==> src/rtl/des_key_schedule_rev_if.sv <==
// Handshake bundle for the reverse-order DES key scheduler: key input channel,
// subkey output channel and the busy status flag.
interface des_key_schedule_rev_if;
    logic        key_valid;
    logic        key_ready;
    logic [1:64] key;
    logic        rk_valid;
    logic        rk_ready;
    logic [1:48] rk;
    logic [3:0]  rk_round;
    logic        rk_last;
    logic        busy;

    // Key source / subkey consumer side.
    modport master (
        output key_valid,
        output key,
        output rk_ready,
        input  key_ready,
        input  rk_valid,
        input  rk,
        input  rk_round,
        input  rk_last,
        input  busy
    );

    // Scheduler side.
    modport slave (
        input  key_valid,
        input  key,
        input  rk_ready,
        output key_ready,
        output rk_valid,
        output rk,
        output rk_round,
        output rk_last,
        output busy
    );
endinterface

==> src/rtl/des_key_schedule_rev.sv <==
// DES decryption key scheduler: takes a 64-bit key, emits K16 down to K1, one
// subkey per valid/ready transfer. C/D start at PC-1(key), which equals C16/D16,
// and are rotated right between subkeys to walk the schedule backwards.
module des_key_schedule_rev (
    input logic                    clk,
    input logic                    rst,
    des_key_schedule_rev_if.slave  bus
);

    typedef enum logic [0:0] {StIdle, StEmit} state_e;

    // Permuted choice 1, FIPS 46-3 bit numbering (1 = MSB of key).
    localparam int unsigned PC1 [56] = '{
        57, 49, 41, 33, 25, 17,  9,
         1, 58, 50, 42, 34, 26, 18,
        10,  2, 59, 51, 43, 35, 27,
        19, 11,  3, 60, 52, 44, 36,
        63, 55, 47, 39, 31, 23, 15,
         7, 62, 54, 46, 38, 30, 22,
        14,  6, 61, 53, 45, 37, 29,
        21, 13,  5, 28, 20, 12,  4
    };

    // Permuted choice 2 over the 56-bit {C, D} concatenation (1 = MSB).
    localparam int unsigned PC2 [48] = '{
        14, 17, 11, 24,  1,  5,
         3, 28, 15,  6, 21, 10,
        23, 19, 12,  4, 26,  8,
        16,  7, 27, 20, 13,  2,
        41, 52, 31, 37, 47, 55,
        30, 40, 51, 45, 33, 48,
        44, 49, 39, 56, 34, 53,
        46, 42, 50, 36, 29, 32
    };

    state_e      state_q, state_d;
    logic [0:27] c_q, c_d;
    logic [0:27] d_q, d_d;
    logic [3:0]  idx_q, idx_d;

    logic [0:27] pc1_c, pc1_d;
    logic [0:27] c_rot1, c_rot2, d_rot1, d_rot2;
    logic        one_shift;
    logic [1:56] cd;
    logic [1:48] pc2_out;

    // PC-1 split of the offered key into the C and D halves.
    always_comb begin
        pc1_c = '0;
        pc1_d = '0;
        for (int i = 0; i < 28; i++) begin
            pc1_c[i] = bus.key[PC1[i]];
            pc1_d[i] = bus.key[PC1[i + 28]];
        end
    end

    // Right rotations; one-position shifts undo rounds 16, 9 and 2 (idx 15, 8, 1).
    always_comb begin
        c_rot1    = {c_q[27], c_q[0:26]};
        c_rot2    = {c_q[26:27], c_q[0:25]};
        d_rot1    = {d_q[27], d_q[0:26]};
        d_rot2    = {d_q[26:27], d_q[0:25]};
        one_shift = (idx_q == 4'd15) || (idx_q == 4'd8) || (idx_q == 4'd1);
    end

    // PC-2 of the current C/D, presented as the subkey.
    always_comb begin
        cd      = {c_q, d_q};
        pc2_out = '0;
        for (int i = 0; i < 48; i++) begin
            pc2_out[i + 1] = cd[PC2[i]];
        end
    end

    // State, halves and round index registers.
    always_ff @(posedge clk or posedge rst) begin
        if (rst) begin
            state_q <= StIdle;
            c_q     <= '0;
            d_q     <= '0;
            idx_q   <= '0;
        end else begin
            state_q <= state_d;
            c_q     <= c_d;
            d_q     <= d_d;
            idx_q   <= idx_d;
        end
    end

    // Next-state: load on key accept, step backwards on each subkey transfer.
    always_comb begin
        state_d = state_q;
        c_d     = c_q;
        d_d     = d_q;
        idx_d   = idx_q;
        case (state_q)
            StIdle: begin
                if (bus.key_valid) begin
                    c_d     = pc1_c;
                    d_d     = pc1_d;
                    idx_d   = 4'd15;
                    state_d = StEmit;
                end
            end
            StEmit: begin
                if (bus.rk_ready) begin
                    if (idx_q == 4'd0) begin
                        state_d = StIdle;
                    end else begin
                        c_d   = one_shift ? c_rot1 : c_rot2;
                        d_d   = one_shift ? d_rot1 : d_rot2;
                        idx_d = idx_q - 4'd1;
                    end
                end
            end
            default: state_d = StIdle;
        endcase
    end

    // Outputs decode from registered state only.
    always_comb begin
        bus.key_ready = (state_q == StIdle);
        bus.rk_valid  = (state_q == StEmit);
        bus.busy      = (state_q == StEmit);
        bus.rk        = pc2_out;
        bus.rk_round  = idx_q;
        bus.rk_last   = (state_q == StEmit) && (idx_q == 4'd0);
    end

endmodule
==> src/flat_wrapper.sv <==
// flat-port wrapper written by rule: the top's interface ports become plain ports
module des_key_schedule_rev_flat 
  (clk, rst, bus_key_valid, bus_key, bus_rk_ready, bus_key_ready, bus_rk_valid, bus_rk, bus_rk_round, bus_rk_last, bus_busy);
  des_key_schedule_rev_if bus_i ();
  input logic clk;
  input logic rst;
  input wire logic [$bits(bus_i.key_valid)-1:0] bus_key_valid;
  input wire logic [$bits(bus_i.key)-1:0] bus_key;
  input wire logic [$bits(bus_i.rk_ready)-1:0] bus_rk_ready;
  output wire logic [$bits(bus_i.key_ready)-1:0] bus_key_ready;
  output wire logic [$bits(bus_i.rk_valid)-1:0] bus_rk_valid;
  output wire logic [$bits(bus_i.rk)-1:0] bus_rk;
  output wire logic [$bits(bus_i.rk_round)-1:0] bus_rk_round;
  output wire logic [$bits(bus_i.rk_last)-1:0] bus_rk_last;
  output wire logic [$bits(bus_i.busy)-1:0] bus_busy;
  assign bus_i.key_valid = bus_key_valid;
  assign bus_i.key = bus_key;
  assign bus_i.rk_ready = bus_rk_ready;
  assign bus_key_ready = bus_i.key_ready;
  assign bus_rk_valid = bus_i.rk_valid;
  assign bus_rk = bus_i.rk;
  assign bus_rk_round = bus_i.rk_round;
  assign bus_rk_last = bus_i.rk_last;
  assign bus_busy = bus_i.busy;
  des_key_schedule_rev u_core (.clk(clk), .rst(rst), .bus(bus_i));
endmodule
==> config.mk <==
export PLATFORM = sky130hd
export DESIGN_NAME = des_key_schedule_rev_flat
export DESIGN_NICKNAME = d
export VERILOG_FILES = /design/src/rtl/des_key_schedule_rev_if.sv /design/src/rtl/des_key_schedule_rev.sv /design/src/flat_wrapper.sv
export SDC_FILE = /design/constraint.sdc
export NUM_CORES = 1
export LEC_CHECK = 0
export BUFFER_PORTS_ARGS = -buffer_cell sky130_fd_sc_hd__buf_2
export CAP_MARGIN = 20
export CORE_UTILIZATION = 25
export DETAILED_ROUTE_END_ITERATION = 6
export PLACE_DENSITY_LB_ADDON = 0.3
export SLEW_MARGIN = 20
export SYNTH_ARGS = -nofsm -noshare
export SYNTH_HDL_FRONTEND = slang
export SYNTH_SLANG_ARGS = --single-unit
==> constraint.sdc <==
create_clock -name clk -period 2.3 [get_ports clk]
set_clock_uncertainty 0.05 [all_clocks]
set_input_delay 0.115 -clock clk [delete_from_list [all_inputs] [get_ports clk]]
set_output_delay 0.115 -clock clk [all_outputs]
set_load 0.05 [all_outputs]
# == Yosys cells after proc, flatten, opt, wreduce, memory -nomap -nowiden ==
# Cells that the tools add are included.
# op_classes
n_shift,0
muxes,18
div,0
bitwise,1
mul,0
eq_ne,6
magnitude_cmp,0
n_reduce_logical,5
add_sub_neg,1
# op_table
op,n
$mux W28,8
$pmux W28 S2,2
$mux W4,3
$eq A4 B4 Y1 const B,2
$pmux W4 S2,1
$ne A2 B2 Y1 const B,3
$eq A4 B1 Y1 const B,1
$logic_not A4 Y1,1
$sub A4 B1 Y4 const B,1
$mux W1,3
$reduce_and A3 Y1,1
$logic_or A1 B1 Y1,2
$pmux W1 S2,1
$logic_and A1 B1 Y1,1
$not A1 Y1,1
# totals
register_bits,61
mem_bits_rw,0
in_bits,68
mem_count,0
mem_bits_ro,0
wordCells,35
out_inout_bits,56
latchBits,0

# == Depth between registers and ports, before layout ==
# logic_depth
ltp_word,7
ltp_mapped,8
mapped_depth_nobuf,6

# == Least setup slack after synthesis ==
# Ideal clock, no wire load.
# synth_timing
path_kind,flip-flop to flip-flop
startpoint,"reg u_core.idx_q[0], in the netlist u_core.bus.rk_round[0]"
endpoint,reg u_core.c_q[17] (netlist name)
n_path_buf,2
setup_ns,0.135
period_less_slack_ns,2.289
stages_incl_launch_ff,9
arrival_ns,2.104
path_slack_ns,0.011
t_required_ns,2.115
cell_sequence,dfrtp_1 inv_1 ha_1 mux2_4 a32o_1 buf_6 buf_6 a22oi_1 o211ai_1
# synth_via
elab_chain_cells,7
word_cells_on_any_way,12
cone_classes,eq/ne (4); mux (4); reduce/logical (4)
# synth_lines
element,line_no,rtl
from (decl),des_key_schedule_rev.sv:39,"logic [3:0] idx_q, idx_d;"
from (signal assigned),des_key_schedule_rev.sv:86,idx_q <= idx_d;
$eq A4 B4 Y1,des_key_schedule_rev.sv:63,one_shift = (idx_q == 4'd15) || (idx_q == 4'd8) || (idx_q == 4'd1);
$logic_or A1 B1 Y1 (2 in series),des_key_schedule_rev.sv:63,
$mux W28,des_key_schedule_rev.sv:110,c_d = one_shift ? c_rot1 : c_rot2;
$mux W28,des_key_schedule_rev.sv:107,if (idx_q == 4'd0) begin
$mux W28,des_key_schedule_rev.sv:106,if (bus.rk_ready) begin
$pmux W28 S2,des_key_schedule_rev.sv:96,case (state_q)
to (signal assigned),des_key_schedule_rev.sv:79,c_q <= '0;
to (signal assigned),des_key_schedule_rev.sv:84,c_q <= c_d;
to (decl),des_key_schedule_rev.sv:37,"logic [0:27] c_q, c_d;"
# Parallel ways exist; a longest one is shown, timed or not. The select of a mux whose other input is x is not followed.
# A chain may end at the register's enable or synchronous reset.

# == Final worst setup path ==
# layout_timing
startpoint,"reg u_core.idx_q[0], in the netlist u_core.bus.rk_round[0]"
endpoint,reg u_core.d_q[7] (netlist name)
# layout_via
elab_chain_cells,7
word_cells_on_any_way,12
cone_classes,eq/ne (4); mux (4); reduce/logical (4)
# layout_lines
element,line_no,rtl
$eq A4 B4 Y1,des_key_schedule_rev.sv:63,
$logic_or A1 B1 Y1 (2 in series),des_key_schedule_rev.sv:63,
$mux W28,des_key_schedule_rev.sv:111,d_d = one_shift ? d_rot1 : d_rot2;
$mux W28,des_key_schedule_rev.sv:107,
$mux W28,des_key_schedule_rev.sv:106,
$pmux W28 S2,des_key_schedule_rev.sv:96,
to (signal assigned),des_key_schedule_rev.sv:80,d_q <= '0;
to (signal assigned),des_key_schedule_rev.sv:85,d_q <= d_d;
to (decl),des_key_schedule_rev.sv:38,"logic [0:27] d_q, d_d;"
# Parallel ways exist; a longest one is shown, timed or not. The select of a mux whose other input is x is not followed.

==> reports/results.txt <==
Finished Cell Area: 0.00485 sq mm
RR Endpoint: u_core.d_q[7]$_DFFE_PP0P_
Setup Total Neg Slack: 0 ps
Total congestion overflow: 0
Logic pwr share: 51.2%
Place WS: 223 ps
Worst-Margin Slew: 420 ps
Final Worst Setup Slack: 194 ps
WP data required: 2450 ps
Mapped Area: 0.00354 sq mm
Final non-filler cell total: 695
Vias per std cell: 4.67
Dpl cells: 623
Clk pwr share: 18.8%
GRT met1 Usage: 17.4%
Cell Area, Placed: 0.00398 sq mm
N_diodes: 0
Fmax: 475 MHz
# resized after CTS: 0
Final nets: 583
Initial DRT Pass Iterations: 6
First-pass GRT wire length: 16000 um
Post-synth top area cell: dfrtp_1
Die H: 121 um
Vias in the first global route: 3181
Via count: 3248
FF-to-FF Start: u_core.bus.rk_round[0]$_DFFE_PP0P_
Placer Congestion: 0.756
Initial antenna violation count: 0
Setup crit end: u_core.d_q[7]$_DFFE_PP0P_
GR Util met2: 23.3%
Clk root buf: clkbuf_16
Initial Util: 25.6%
Largest net degree at the start of global routing: 57
Sequential area share after synthesis: 43.1%
DP HPWL: 6130 um
Final Max Slew Viols: 0
Status: completed
I/O Buffers: 115
Worst path top cell family by delay: compound AO/OA/AOI/OAI gates
Die ar.: 0.0146 sq mm
DRT iter0 DRCs: 145
Crit Path Max Fanout: 30
HP Start: bus_key_valid
Crit path cell chain: inv_1, ha_1, mux2_4, a32o_2, buf_12, a22oi_1, o211ai_1
MaxCap Viol Count: 0
CP startpoint: u_core.bus.rk_round[0]$_DFFE_PP0P_
Die Span X: 121 um
Cell depth of the worst min-delay path: 3
Layout area overhead: 36.8%
Critical Path Stages: 7
Layout cells sized above 1: 27.8%
Final min period: 2110 ps
Final Util: 35.0%
GRT busiest layer: met2
Clk_lat worst skew: 330 ps
Syn nets: 466
Synth area leaders: dfrtp_1 (43%), o211ai_1 (12%), a22oi_1 (12%)
CTS Buf Count: 9
Final Cycle Share: 91.6%
Critical path startpoint category: register
IO Pins: 124
Worst path slowest cell: dfrtp_1
# setup viols final: 0
CTS tree: built
GR Layer Usage met3: 4.70%
Antenna Violating Nets Remaining: 0
Crit path DAT: 2260 ps
Sequential Power Share: 30.1%
Htree depth: 3
Critical Path Max Stage Delay: 460 ps
Yosys top cell area share: 43.1%
Worst min-delay path class: primary input to register
Worst path bufs/invs: 2
Net Sw Frac: 50.5%
Rows: 43
Warning count from the yosys run: 0
DRT Wirelength: 9770 um
RSZ-0062 raised after global routing: no
Clock-pin slew on the worst setup and hold paths: 50 ps
Synth Register Bits: 61
Commonest non-fill, non-tap cell in the layout: buf_2
Final-report hold violation count: 0
Count of different cell masters after synthesis: 28
R2R depth: 7
Commonest non-fill, non-tap cells in the layout: buf_2 (115), dfrtp_1 (61), inv_1 (60), nand2_1 (58), dlygate4sd3_1 (58)
Leakage: 0.00216 uW
Internal power: 3440 uW
Syn Area/Cell: 8.97 sq um
Pwr dens: 1440 mW/mm^2
CP Class: register to register
Sw Pwr: 3520 uW
Setup slack on the worst flop-to-flop path: 190 ps
Cell count after synthesis: 395
Core area: 0.0138 sq mm
Clock sink count: 61
Crit end category: register
Global Route Usage Sum: 14.1%
Longest Clk Path Bufs: 2
Slew margin rel.: 71.9%
DRC: 0
Routed wire length per instance: 14.1 um
Max VDD drop: 552 uV
kinds of logic (layout without fill, tap and decap cells):
| logic type | after synthesis | after routing | synth area share, % |
|---|---|---|---|
| buffers and inverters | 137 | 257 | 21.2 |
| AOI/OAI and AO/OA | 124 | 124 | 26.3 |
| and+or+nand+nor | 68 | 68 | 7.70 |
| DFF | 61 | 61 | 43.1 |
| adders and majority gates | 3 | 3 | 1.06 |
| xor gates and xnor gates | 1 | 1 | 0.247 |
| muxes | 1 | 1 | 0.424 |
metal layers:
metal / routed length [um] / vias up
met5: 0 / -
met2: 4690 / 98
li1: - / 1557
met3: 482 / 7
met1: 4500 / 1586
met4: 99 / 0
timing repair:
item                      4_1_cts  5_1_grt
buffers inserted                0        0
hold endpoints to repair       74        0
hold buffers                   58        0
tightest hold or removal path, cell delays in order:
cell,delay [ps]
buf_2,120
nor2_1,90
a41oi_1,50
registers in the layout, summed over array words and instances (netlist names):
name,cells
u_core.c_q,28
u_core.d_q,28
u_core.bus.rk_round,4
u_core.bus.busy,1
cell usage after synthesis:
library cell and instances:
inv_1 61, a21oi_1 2, buf_2 5, a22oi_1 56, o211ai_1 57, a211oi_1 2, dfrtp_1 61, nand3_1 1
ha_1 3, buf_4 49, a2bb2oi_1 1, nor3_1 2, and4b_1 1, a31oi_1 1, nand2_1 58, o41ai_1 1
a21boi_0 1, nor2b_1 1, and2_1 1, xnor2_1 1, a41oi_1 1, nand2b_1 1, a32o_1 1, buf_6 6
clkbuf_1 16, nor2_1 3, o32ai_1 1, mux2_4 1
power by group through the flow:
| stage | Combinational [uW] | Sequential, uW | Clock, uW |
|---|---|---|---|
| 5_1_grt | 3820 | 2170 | 1410 |
| 3_5_place_dp | 3520 | 2100 | 0 |
| 3_3_place_gp | 3490 | 2090 | 0 |
| 6_report | 3560 | 2090 | 1310 |
| 2_1_floorplan | 3160 | 2050 | 0 |
| 4_1_cts | 3610 | 2090 | 1360 |
cell type report:
class | instances | area, sq um
sequential | 61 | 1530
clock buffer | 13 | 280
tap | 180 | 225
multi-input combinational | 197 | 1290
clock inverter | 1 | 5.00
inverter | 61 | 229
timing repair buffer | 182 | 1290
fill | 1443 | 8980
how the worst min path moves through the flow:
stage	to	slack, ps
3_3_place_gp	u_core.c_q[24]$_DFFE_PP0P_	90
4_1_cts	u_core.bus.busy$_DFF_PP0_	10
2_1_floorplan	u_core.c_q[0]$_DFFE_PP0P_	200
3_5_place_dp	u_core.c_q[24]$_DFFE_PP0P_	90
6_report	u_core.bus.busy$_DFF_PP0_	40
5_1_grt	u_core.bus.busy$_DFF_PP0_	30
per-stage QoR:
step / power, uW / hold WS [ps]
2_1_floorplan: 5210 / 198
3_3_place_gp: 5590 / 86.4
3_5_place_dp: 5620 / 88.8
4_1_cts: 7060 / 13.8
5_1_grt: 7400 / 29.6
6_report: 6960 / 35.5
Power figures use the tool's default switching activity.
